### src/rtl/input_debounce.sv
// Frame-synchronous debouncer for the switch/button deserializer vector.
// One snapshot is taken per serial frame; each bit is debounced across frames.
// The release pulse output is named release_pulse because "release" is a
// reserved SystemVerilog keyword.

// Per-bit debounce: consecutive-differing-frame counter plus stable level.
module debounce_bit #(
  parameter int DEBOUNCE_FRAMES = 4
) (
  input  logic clk,
  input  logic rst,
  input  logic proc,    // processing cycle (E+1)
  input  logic first,   // first frame since reset: load directly
  input  logic snap,
  output logic stable,
  output logic press,
  output logic rel
);
  localparam int CW = $clog2(DEBOUNCE_FRAMES + 1);
  localparam logic [CW-1:0] LAST = CW'(DEBOUNCE_FRAMES - 1);

  logic [CW-1:0] cnt_q, cnt_d;
  logic          stable_q, stable_d;
  logic          press_q, press_d;
  logic          rel_q, rel_d;

  // Next-state: count frames that disagree with the stable level, flip on the last one
  always_comb begin
    cnt_d    = cnt_q;
    stable_d = stable_q;
    press_d  = 1'b0;
    rel_d    = 1'b0;
    if (proc) begin
      if (first) begin
        stable_d = snap;
        cnt_d    = '0;
      end else if (snap == stable_q) begin
        cnt_d = '0;
      end else if (cnt_q == LAST) begin
        stable_d = snap;
        cnt_d    = '0;
        press_d  = snap;
        rel_d    = ~snap;
      end else begin
        cnt_d = cnt_q + CW'(1);
      end
    end
  end

  // State registers
  always_ff @(posedge clk or posedge rst) begin
    if (rst) begin
      cnt_q    <= '0;
      stable_q <= 1'b0;
      press_q  <= 1'b0;
      rel_q    <= 1'b0;
    end else begin
      cnt_q    <= cnt_d;
      stable_q <= stable_d;
      press_q  <= press_d;
      rel_q    <= rel_d;
    end
  end

  assign stable = stable_q;
  assign press  = press_q;
  assign rel    = rel_q;
endmodule

module input_debounce #(
  parameter int WIDTH           = 21,
  parameter int DEBOUNCE_FRAMES = 4,
  parameter int TIMEOUT_CYCLES  = 64
) (
  input  logic             clk,
  input  logic             rst,
  input  logic [WIDTH-1:0] raw,
  input  logic             frame_sync,
  output logic [WIDTH-1:0] stable,
  output logic [WIDTH-1:0] press,
  output logic [WIDTH-1:0] release_pulse,
  output logic             frame_tick,
  output logic             valid,
  output logic             link_err
);
  localparam int WW = $clog2(TIMEOUT_CYCLES + 1);
  localparam logic [WW-1:0] WD_MAX  = WW'(TIMEOUT_CYCLES);
  localparam logic [WW-1:0] WD_TRIP = WW'(TIMEOUT_CYCLES - 1);

  logic             sync_q, sync_d;
  logic [WIDTH-1:0] snap_q, snap_d;
  logic             proc_q, proc_d;
  logic             valid_q, valid_d;
  logic             tick_q, tick_d;
  logic [WW-1:0]    wd_q, wd_d;
  logic             link_err_q, link_err_d;
  logic             frame_start;
  logic             first_frame;

  // Frame capture, processing strobe and link watchdog next-state
  always_comb begin
    frame_start = ~frame_sync & sync_q;
    sync_d      = frame_sync;
    snap_d      = frame_start ? raw : snap_q;
    proc_d      = frame_start;
    tick_d      = proc_q;
    valid_d     = valid_q | proc_q;
    wd_d        = wd_q;
    link_err_d  = link_err_q;
    if (frame_start) begin
      wd_d       = '0;
      link_err_d = 1'b0;
    end else begin
      if (wd_q != WD_MAX) wd_d = wd_q + WW'(1);
      if (wd_q == WD_TRIP) link_err_d = 1'b1;
    end
  end

  // Frame-level registers; sync_q resets high so a low first cycle is a frame start
  always_ff @(posedge clk or posedge rst) begin
    if (rst) begin
      sync_q     <= 1'b1;
      snap_q     <= '0;
      proc_q     <= 1'b0;
      valid_q    <= 1'b0;
      tick_q     <= 1'b0;
      wd_q       <= '0;
      link_err_q <= 1'b0;
    end else begin
      sync_q     <= sync_d;
      snap_q     <= snap_d;
      proc_q     <= proc_d;
      valid_q    <= valid_d;
      tick_q     <= tick_d;
      wd_q       <= wd_d;
      link_err_q <= link_err_d;
    end
  end

  assign first_frame = ~valid_q;

  for (genvar i = 0; i < WIDTH; i++) begin : g_bit
    debounce_bit #(.DEBOUNCE_FRAMES(DEBOUNCE_FRAMES)) u_bit (
      .clk    (clk),
      .rst    (rst),
      .proc   (proc_q),
      .first  (first_frame),
      .snap   (snap_q[i]),
      .stable (stable[i]),
      .press  (press[i]),
      .rel    (release_pulse[i])
    );
  end

  assign frame_tick = tick_q;
  assign valid      = valid_q;
  assign link_err   = link_err_q;
endmodule
### config.mk
export PLATFORM = sky130hd
export DESIGN_NAME = input_debounce
export DESIGN_NICKNAME = d
export VERILOG_FILES = /design/src/rtl/input_debounce.sv
export SDC_FILE = /design/constraint.sdc
export NUM_CORES = 1
export LEC_CHECK = 0
export CORE_MARGIN = 1.5
export CORE_UTILIZATION = 32
export DETAILED_ROUTE_END_ITERATION = 10
export SLEW_MARGIN = 20
export SYNTH_ARGS = -nofsm -noshare
export SYNTH_HDL_FRONTEND = slang
export SYNTH_SLANG_ARGS = --single-unit
### constraint.sdc
create_clock -name clk -period 7.4 [get_ports clk]
set_input_delay 1.11 -clock clk [delete_from_list [all_inputs] [get_ports clk]]
set_output_delay 1.11 -clock clk [all_outputs]
set_load 0.02 [all_outputs]
==> qor.csv, run 1 <==
stage;metric;value;unit
floorplan;fp.dieW;155;um
setup_path;cp.required;7690;ps
pwr;total_power;2.90;mW
global_route;overflow;0;
placed_design;place_ws;4020;ps
drt;viasPerCell;4.63;
sta;slew_headroom;36.2;%
pwr;comb_power_share;26.6;%
logic_synthesis;synth_top_area_share;53.8;%
logic_synthesis;synth_cell_type_count;36;
pwr;pwr-share-seq;42.7;%
global_route;antenna_found_initial;0;
floorplan;die_area;0.0239;mm^2
setup_path;r2r_slack;5180;ps
sta;post-route-period-util;37.0;%
clock_network;clk_transition_reported_paths;60;ps
setup_path;path_cells;clkdlybuf4s50_1 -> inv_6 -> buf_4;
logic_synthesis;syn-instance-count;670;
drt;routedWlPerCell;14.2;um
logic_synthesis;synth_area;0.00735;mm^2
sta;clock_skew;11.2;ps
drt;wl_met3;576;um
drt;firstDrtPassIters;4;
pwr;leakage;3.85;nW
sta;finalCriticalPeriod;2740;ps
logic_synthesis;yosysSeqAreaShare;54.1;%
setup_path;critPathCaptureType;async pin;
sta;rsz0062_at_grt;no;
sta;finalSetupTns;0;ps
pwr;p_int;1.99;mW
job;drv_cap;0;
global_route;grt_pass1_vias;4529;
sta;final-setup-viol-count;0;
logic_synthesis;synth_top_family_by_area;simple AND/OR/NAND/NOR gates;
drt;vias;4583;
global_route;track_usage;12.5;%
placed_design;gp_congestion;0.722;
clock_network;hold_buffers;0;
clock_network;htree_levels;4;
logic_synthesis;yosys.area_share.simple;14.2;%
drt;highest_layer;met4;
setup_path;critPathSlowestCell;buf_4;
setup_path;start_kind;input port;
floorplan;initial_core_util;32.6;%
final_layout;layout-drive-gt1-share;8.81;%
clock_network;clock-sinks;159;
clock_network;root_buffer;clkbuf_16;
drt;drc;0;
logic_synthesis;synth_warnings;0;
hold_path;hold_depth;1;
clock_network;clockBufferDepth;2;
final_layout;diodes;0;
placed_design;dp_hpwl;8600;um
setup_path;cp_num_buf_inv;3;
final_layout;fin_cells;989;
pwr;clockPowerShare;30.6;%
pwr;power.density;336;mW/mm^2
logic_synthesis;syn-num-nets;717;
global_route;grt_max_degree;86;
logic_synthesis;synth_compound_area_share;8.43;%
hold_path;hold_class;reg -> reg;
clock_network;numCtsBuffers;17;
floorplan;core_area;0.0226;mm^2
placed_design;placed_cells_incl_taps;958;
placed_design;port_buffers;89;
final_layout;final_core_util;38.3;%
drt;wl_met1;6740;um
drt;antenna_left;0;
clock_network;postCtsSetupBuffers;0;
clock_network;ctsResizeCount;0;
final_layout;design_area;0.00864;mm^2
clock_network;cts_tree;built;
pwr;power_switching;911;uW
sta;clock.fmax;365;MHz
sta;worst_slack;4660;ps
logic_synthesis;yosys-top-cells-area;dfrtp_1 (54%), buf_4 (6.6%), ha_1 (3.9%);
setup_path;arrival;3030;ps
hold_path;worstHoldEndpoint;g_bit[1].u_bit.cnt_q[0];
logic_synthesis;synth_area_leader_cell;dfrtp_1;
sta;holdWs;478;ps
setup_path;critPathTopFamily;buffers and inverters;
logic_synthesis;syn_avg_cell_area;11.0;um^2
final_layout;synthToLayoutAreaGrowth;17.5;%
drt;drt_wl_total;14000;um
pwr;vdd_ir_drop_max;0.136;mV
drt;wl_met2;6580;um
drt;drt_iter0_drc;165;
sta;slew_viol_final;0;
run_status;status;finished, final reports clean;
logic_synthesis;synthAdderAreaFrac;3.91;%
setup_path;r2r_start;valid;
setup_path;ff2ff_path_depth;3;
setup_path;crit_type;in -> async;
logic_synthesis;synth_xor_area_share;2.74;%
floorplan;io_pins;90;
final_layout;finalNetCount;739;
floorplan;num_rows;55;
setup_path;slowest_delay;830;ps
clock_network;clk_latency;420;ps
pwr;switching_share;31.4;%
sta;tightest_slew;953;ps
logic_synthesis;synthMuxAreaShare;4.99;%
setup_path;rr_endpoint;g_bit[17].u_bit.press;
setup_path;crit_path_max_fanout;85;
global_route;grt_pass1_wl;23500;um
floorplan;fp.dieH;155;um
hold_path;min_from;g_bit[1].u_bit.cnt_q[0];
sta;hold_viol;0;
placed_design;placed_cell_area;0.00804;mm^2
logic_synthesis;ys_ff_latch;159;
-- power groups by stage --
stage	Combinational [mW]	Sequential [mW]	Clock, mW
2_1_floorplan	0.643	1.21	0
3_3_place_gp	0.756	1.25	0
3_5_place_dp	0.776	1.26	0
4_1_cts	0.786	1.24	0.915
5_1_grt	0.868	1.27	0.956
6_report	0.773	1.24	0.889
-- cell usage after synthesis --
| cell | count |
|---|---|
| a21oi_1 | 4 |
| buf_4 | 65 |
| or2b_1 | 1 |
| inv_1 | 68 |
| and2_1 | 1 |
| nor2b_1 | 1 |
| nor3_1 | 2 |
| dfstp_2 | 1 |
| mux2_2 | 20 |
| ha_1 | 23 |
| nand2_1 | 54 |
| nor3_2 | 1 |
| a21boi_1 | 6 |
| clkbuf_1 | 13 |
| o22ai_1 | 29 |
| nand4_1 | 1 |
| nor4b_1 | 22 |
| or2_2 | 1 |
| o21ai_0 | 14 |
| nor2_1 | 2 |
| mux2_1 | 1 |
| or3_1 | 1 |
| or4b_4 | 1 |
| a21boi_0 | 36 |
| o21a_1 | 3 |
| nor4_1 | 21 |
| nand3b_1 | 21 |
| and2b_2 | 1 |
| nand2_2 | 1 |
| dfrtp_1 | 158 |
| xor2_1 | 23 |
| buf_2 | 12 |
| mux2i_1 | 13 |
| nand3_1 | 24 |
| o21ai_1 | 2 |
| nand2b_1 | 23 |
-- routing by layer --
| layer | GRT usage [%] | up-vias |
|---|---|---|
| li1 | - | 2252 |
| met1 | 16.6 | 2238 |
| met2 | 19.9 | 83 |
| met3 | 3.67 | 10 |
| met4 | 3.02 | 0 |
| met5 | 0 | - |
-- sequential cells by signal, summed over array words and instances (netlist names) --
| name | cells |
|---|---|
| frame_tick | 1 |
| snap_q | 21 |
| g_bit.u_bit.press | 21 |
| wd_q | 7 |
| g_bit.u_bit.cnt_q | 63 |
| sync_q | 1 |
| valid | 1 |
| proc_q | 1 |
| link_err | 1 |
| g_bit.u_bit.stable | 21 |
| g_bit.u_bit.rel | 21 |
-- cells in the final DEF (no fill, tap or decap), types with 4 or more instances in the layout --
cell and count:
nor4b_1 22, inv_1 67, nand3_1 24, clkdlybuf4s50_1 89, dfrtp_1 156, o21ai_0 14
a21boi_0 36, nor4_1 21, ha_1 23, o22ai_1 29, clkbuf_16 17, nand2b_1 23
a21boi_1 6, nand2_1 54, nand3b_1 21, a21oi_1 4, mux2i_1 13, buf_4 4
mux2_2 20, xor2_1 23
-- cell families after synthesis --
logic type,count (synthesis)
AO/OA/AOI/OAI,94
AND/OR/NAND/NOR,179
buffers and inverters,158
multiplexers,34
flip-flops,159
XOR/XNOR,23
adder cells (fa/ha/maj),23
-- worst reg2reg max path: stages, from the launching register on --
cell and delay (ps):
dfrtp_2 360, buf_4 500, nand2_2 700, nor4b_1 550
-- cell type report --
class | count | area [um^2]
Tap cell | 285 | 357
Timing Repair Buffer | 93 | 921
Clock inverter | 10 | 138
Clock buffer | 21 | 460
Sequential cell | 159 | 3990
Multi-Input combinational cell | 353 | 2520
Inverter | 68 | 260
Fill cell | 2203 | 13900
-- how the worst max path moves through the flow --
stage,to,cells past startpoint,slack (ps),start
after detailed placement,proc_q,3,4020,rst
final,proc_q,3,4660,rst
after floorplan,frame_tick,1,2000,rst
after global placement,proc_q,3,4040,rst
after CTS,proc_q,3,4470,rst
after global routing,proc_q,3,4220,rst
Note: power is estimated with default switching activity, not from simulation.
==> run 2, diff against run 1 <==
- clock period: 7.4 -> 2.8 ns (I/O delays scaled with it)
==> run 2 against run 1 <==
  * Clock skew hardly changed
  * Sequential power grew to 2.6 times the previous value
  * Global-route usage is 0.10 points lower
  * Critical path type is now reg -> out
  * Critical endpoint is now stable[5]
  * Core utilization is 0.40 points higher
  * Non-clock buffer count is 4 higher
  * Design area is 1.0% higher
  * Via count is 0.17% higher
  * Critical path depth is 2 lower
  * Hold slack worse by 200 ps
==> qor.csv, run 2 (synthesis gave the netlist of run 1 again) <==
stage;metric;value;unit;change
run_status;status;finished, final reports clean;;
clock_network;htree_levels;4;;unchanged
sta;finalCriticalPeriod;1930;ps;
floorplan;fp.dieH;155;um;unchanged
clock_network;clockBufferDepth;2;;unchanged
final_layout;synthToLayoutAreaGrowth;18.8;%;
final_layout;diodes;0;;unchanged
sta;rsz0062_at_grt;no;;
floorplan;fp.dieW;155;um;unchanged
placed_design;placed_cell_area;0.00811;mm^2;+0.82%
drt;vias;4591;;+0.17%
sta;worst_slack;867;ps;-3790 ps
final_layout;multi_input_area;0.00252;mm^2;unchanged
floorplan;num_rows;55;;unchanged
drt;drt_wl_total;13900;um;-1.3%
drt;firstDrtPassIters;4;;unchanged
setup_path;path_cells;clkdlybuf4s50_1;;
final_layout;design_area;0.00873;mm^2;+1.0%
sta;final-setup-viol-count;0;;unchanged
final_layout;largest_register_ffs;63;;unchanged
final_layout;regMostFlops;g_bit.u_bit.cnt_q;;
pwr;power_switching;2.50;mW;+170%
sta;finalSetupTns;0;ps;unchanged
setup_path;critPathSlowestCell;clkdlybuf4s50_1;;
setup_path;critPathCaptureType;output port;;
sta;clock.fmax;517;MHz;
floorplan;initial_core_util;32.6;%;unchanged
pwr;pwr-share-seq;42.2;%;-0.5 points
setup_path;cp_num_buf_inv;1;;-2
clock_network;ctsResizeCount;0;;unchanged
placed_design;place_ws;890;ps;-3130 ps
global_route;grt_pass1_wl;23200;um;-1.4%
pwr;p_int;5.26;mW;+160%
global_route;track_usage;12.4;%;-0.10 points
sta;post-route-period-util;69.0;%;
sta;hold_viol;0;;unchanged
placed_design;dp_hpwl;8710;um;+1.4%
clock_network;cts_tree;built;;
pwr;switching_share;32.2;%;+0.80 points
drt;routedWlPerCell;13.9;um;-1.8%
setup_path;cp.required;2380;ps;-5310 ps
final_layout;finalNetCount;743;;+0.54%
setup_path;arrival;1510;ps;-1520 ps
job;drv_cap;0;;unchanged
setup_path;rr_endpoint;g_bit[9].u_bit.rel;;
final_layout;seqCellArea;0.00399;mm^2;unchanged
pwr;clockPowerShare;31.5;%;+0.9 points
sta;tightest_slew;678;ps;-275 ps
floorplan;die_area;0.0239;mm^2;unchanged
pwr;leakage;3.89;nW;+1.0%
clock_network;clk_transition_reported_paths;60;ps;about the same
global_route;antenna_found_initial;0;;unchanged
global_route;overflow;0;;unchanged
clock_network;postCtsSetupBuffers;0;;unchanged
clock_network;root_buffer;clkbuf_16;;
sta;clock_skew;11.6;ps;+0.410 ps
drt;drt_iter0_drc;143;;-13%
setup_path;r2r_start;proc_q;;
placed_design;port_buffers;89;;unchanged
global_route;grt_max_degree;86;;unchanged
drt;drc;0;;unchanged
setup_path;crit_type;reg -> out;;
floorplan;io_pins;90;;unchanged
final_layout;final_common_cell;dfrtp_1;;
clock_network;numCtsBuffers;17;;unchanged
placed_design;gp_congestion;0.726;;+0.51%
global_route;grt_pass1_vias;4572;;+0.95%
drt;antenna_left;0;;unchanged
sta;slew_viol_final;0;;unchanged
final_layout;layout_common_cells;dfrtp_1 (156), clkdlybuf4s50_1 (89), inv_1 (67);;
drt;viasPerCell;4.62;;-0.33%
final_layout;fillers;2179;;-1.1%
pwr;vdd_ir_drop_max;0.335;mV;+150%
final_layout;layout-drive-gt1-share;9.73;%;+0.93 points
floorplan;core_area;0.0226;mm^2;unchanged
hold_path;hold_class;in -> async;;
clock_network;hold_buffers;0;;unchanged
setup_path;ff2ff_path_depth;3;;unchanged
setup_path;r2r_slack;910;ps;-4270 ps
setup_path;slowest_delay;680;ps;-150 ps
sta;slew_headroom;54.8;%;+19 points
clock_network;clock-sinks;159;;unchanged
setup_path;start_kind;flip-flop;;
clock_network;clk_latency;430;ps;about the same
setup_path;crit_path_max_fanout;5;;-94%
pwr;comb_power_share;26.3;%;-0.3 points
pwr;power.density;889;mW/mm^2;+160%
setup_path;critPathTopFamily;buffers and inverters;;
[run 2: routing by layer]
metal / wire length [um] / global-route usage [%]
met1: 6720 / 16.1
met2: 6390 / 19.8
met3: 586 / 3.67
met4: 147 / 3.85
met5: 0 / 0
[run 2: stage by stage]
stage / util, % / power, mW / cells / hold WS [ps]
floorplan: - / 4.89 / 670 / 401
global placement: 35.9 / 5.32 / 962 / 467
detailed placement: 35.9 / 5.37 / 962 / 476
CTS: 38.7 / 7.87 / 994 / 271
global route: 38.7 / 8.31 / 994 / 275
finish: 38.7 / 7.76 / 994 / 282
[run 2: layout make-up]
type                            instances  area share (%)
Tap cell                              285            4.08
Clock buffer                           17            4.87
Multi-Input combinational cell        353            28.9
Clock inverter                         15            2.25
Inverter                               68            2.97
Timing Repair Buffer                   97            11.3
Sequential cell                       159            45.6
[run 2: worst max-delay path by stage]
stage	start	end	slack, ps	depth (start not counted)
floorplan	rst	frame_tick	370	1
global placement	frame_sync	snap_q[20]	930	5
detailed placement	frame_sync	snap_q[3]	890	5
CTS	g_bit[5].u_bit.stable	stable[5]	830	1
global route	proc_q	g_bit[12].u_bit.rel	720	3
finish	g_bit[5].u_bit.stable	stable[5]	870	1
[run 2: power by group through the flow]
stage	Clock, mW	Combinational (mW)	Sequential (mW)
2_1_floorplan	0	1.70	3.19
3_3_place_gp	0	2.02	3.30
3_5_place_dp	0	2.06	3.32
4_1_cts	2.52	2.07	3.28
5_1_grt	2.63	2.32	3.36
6_report	2.44	2.04	3.27
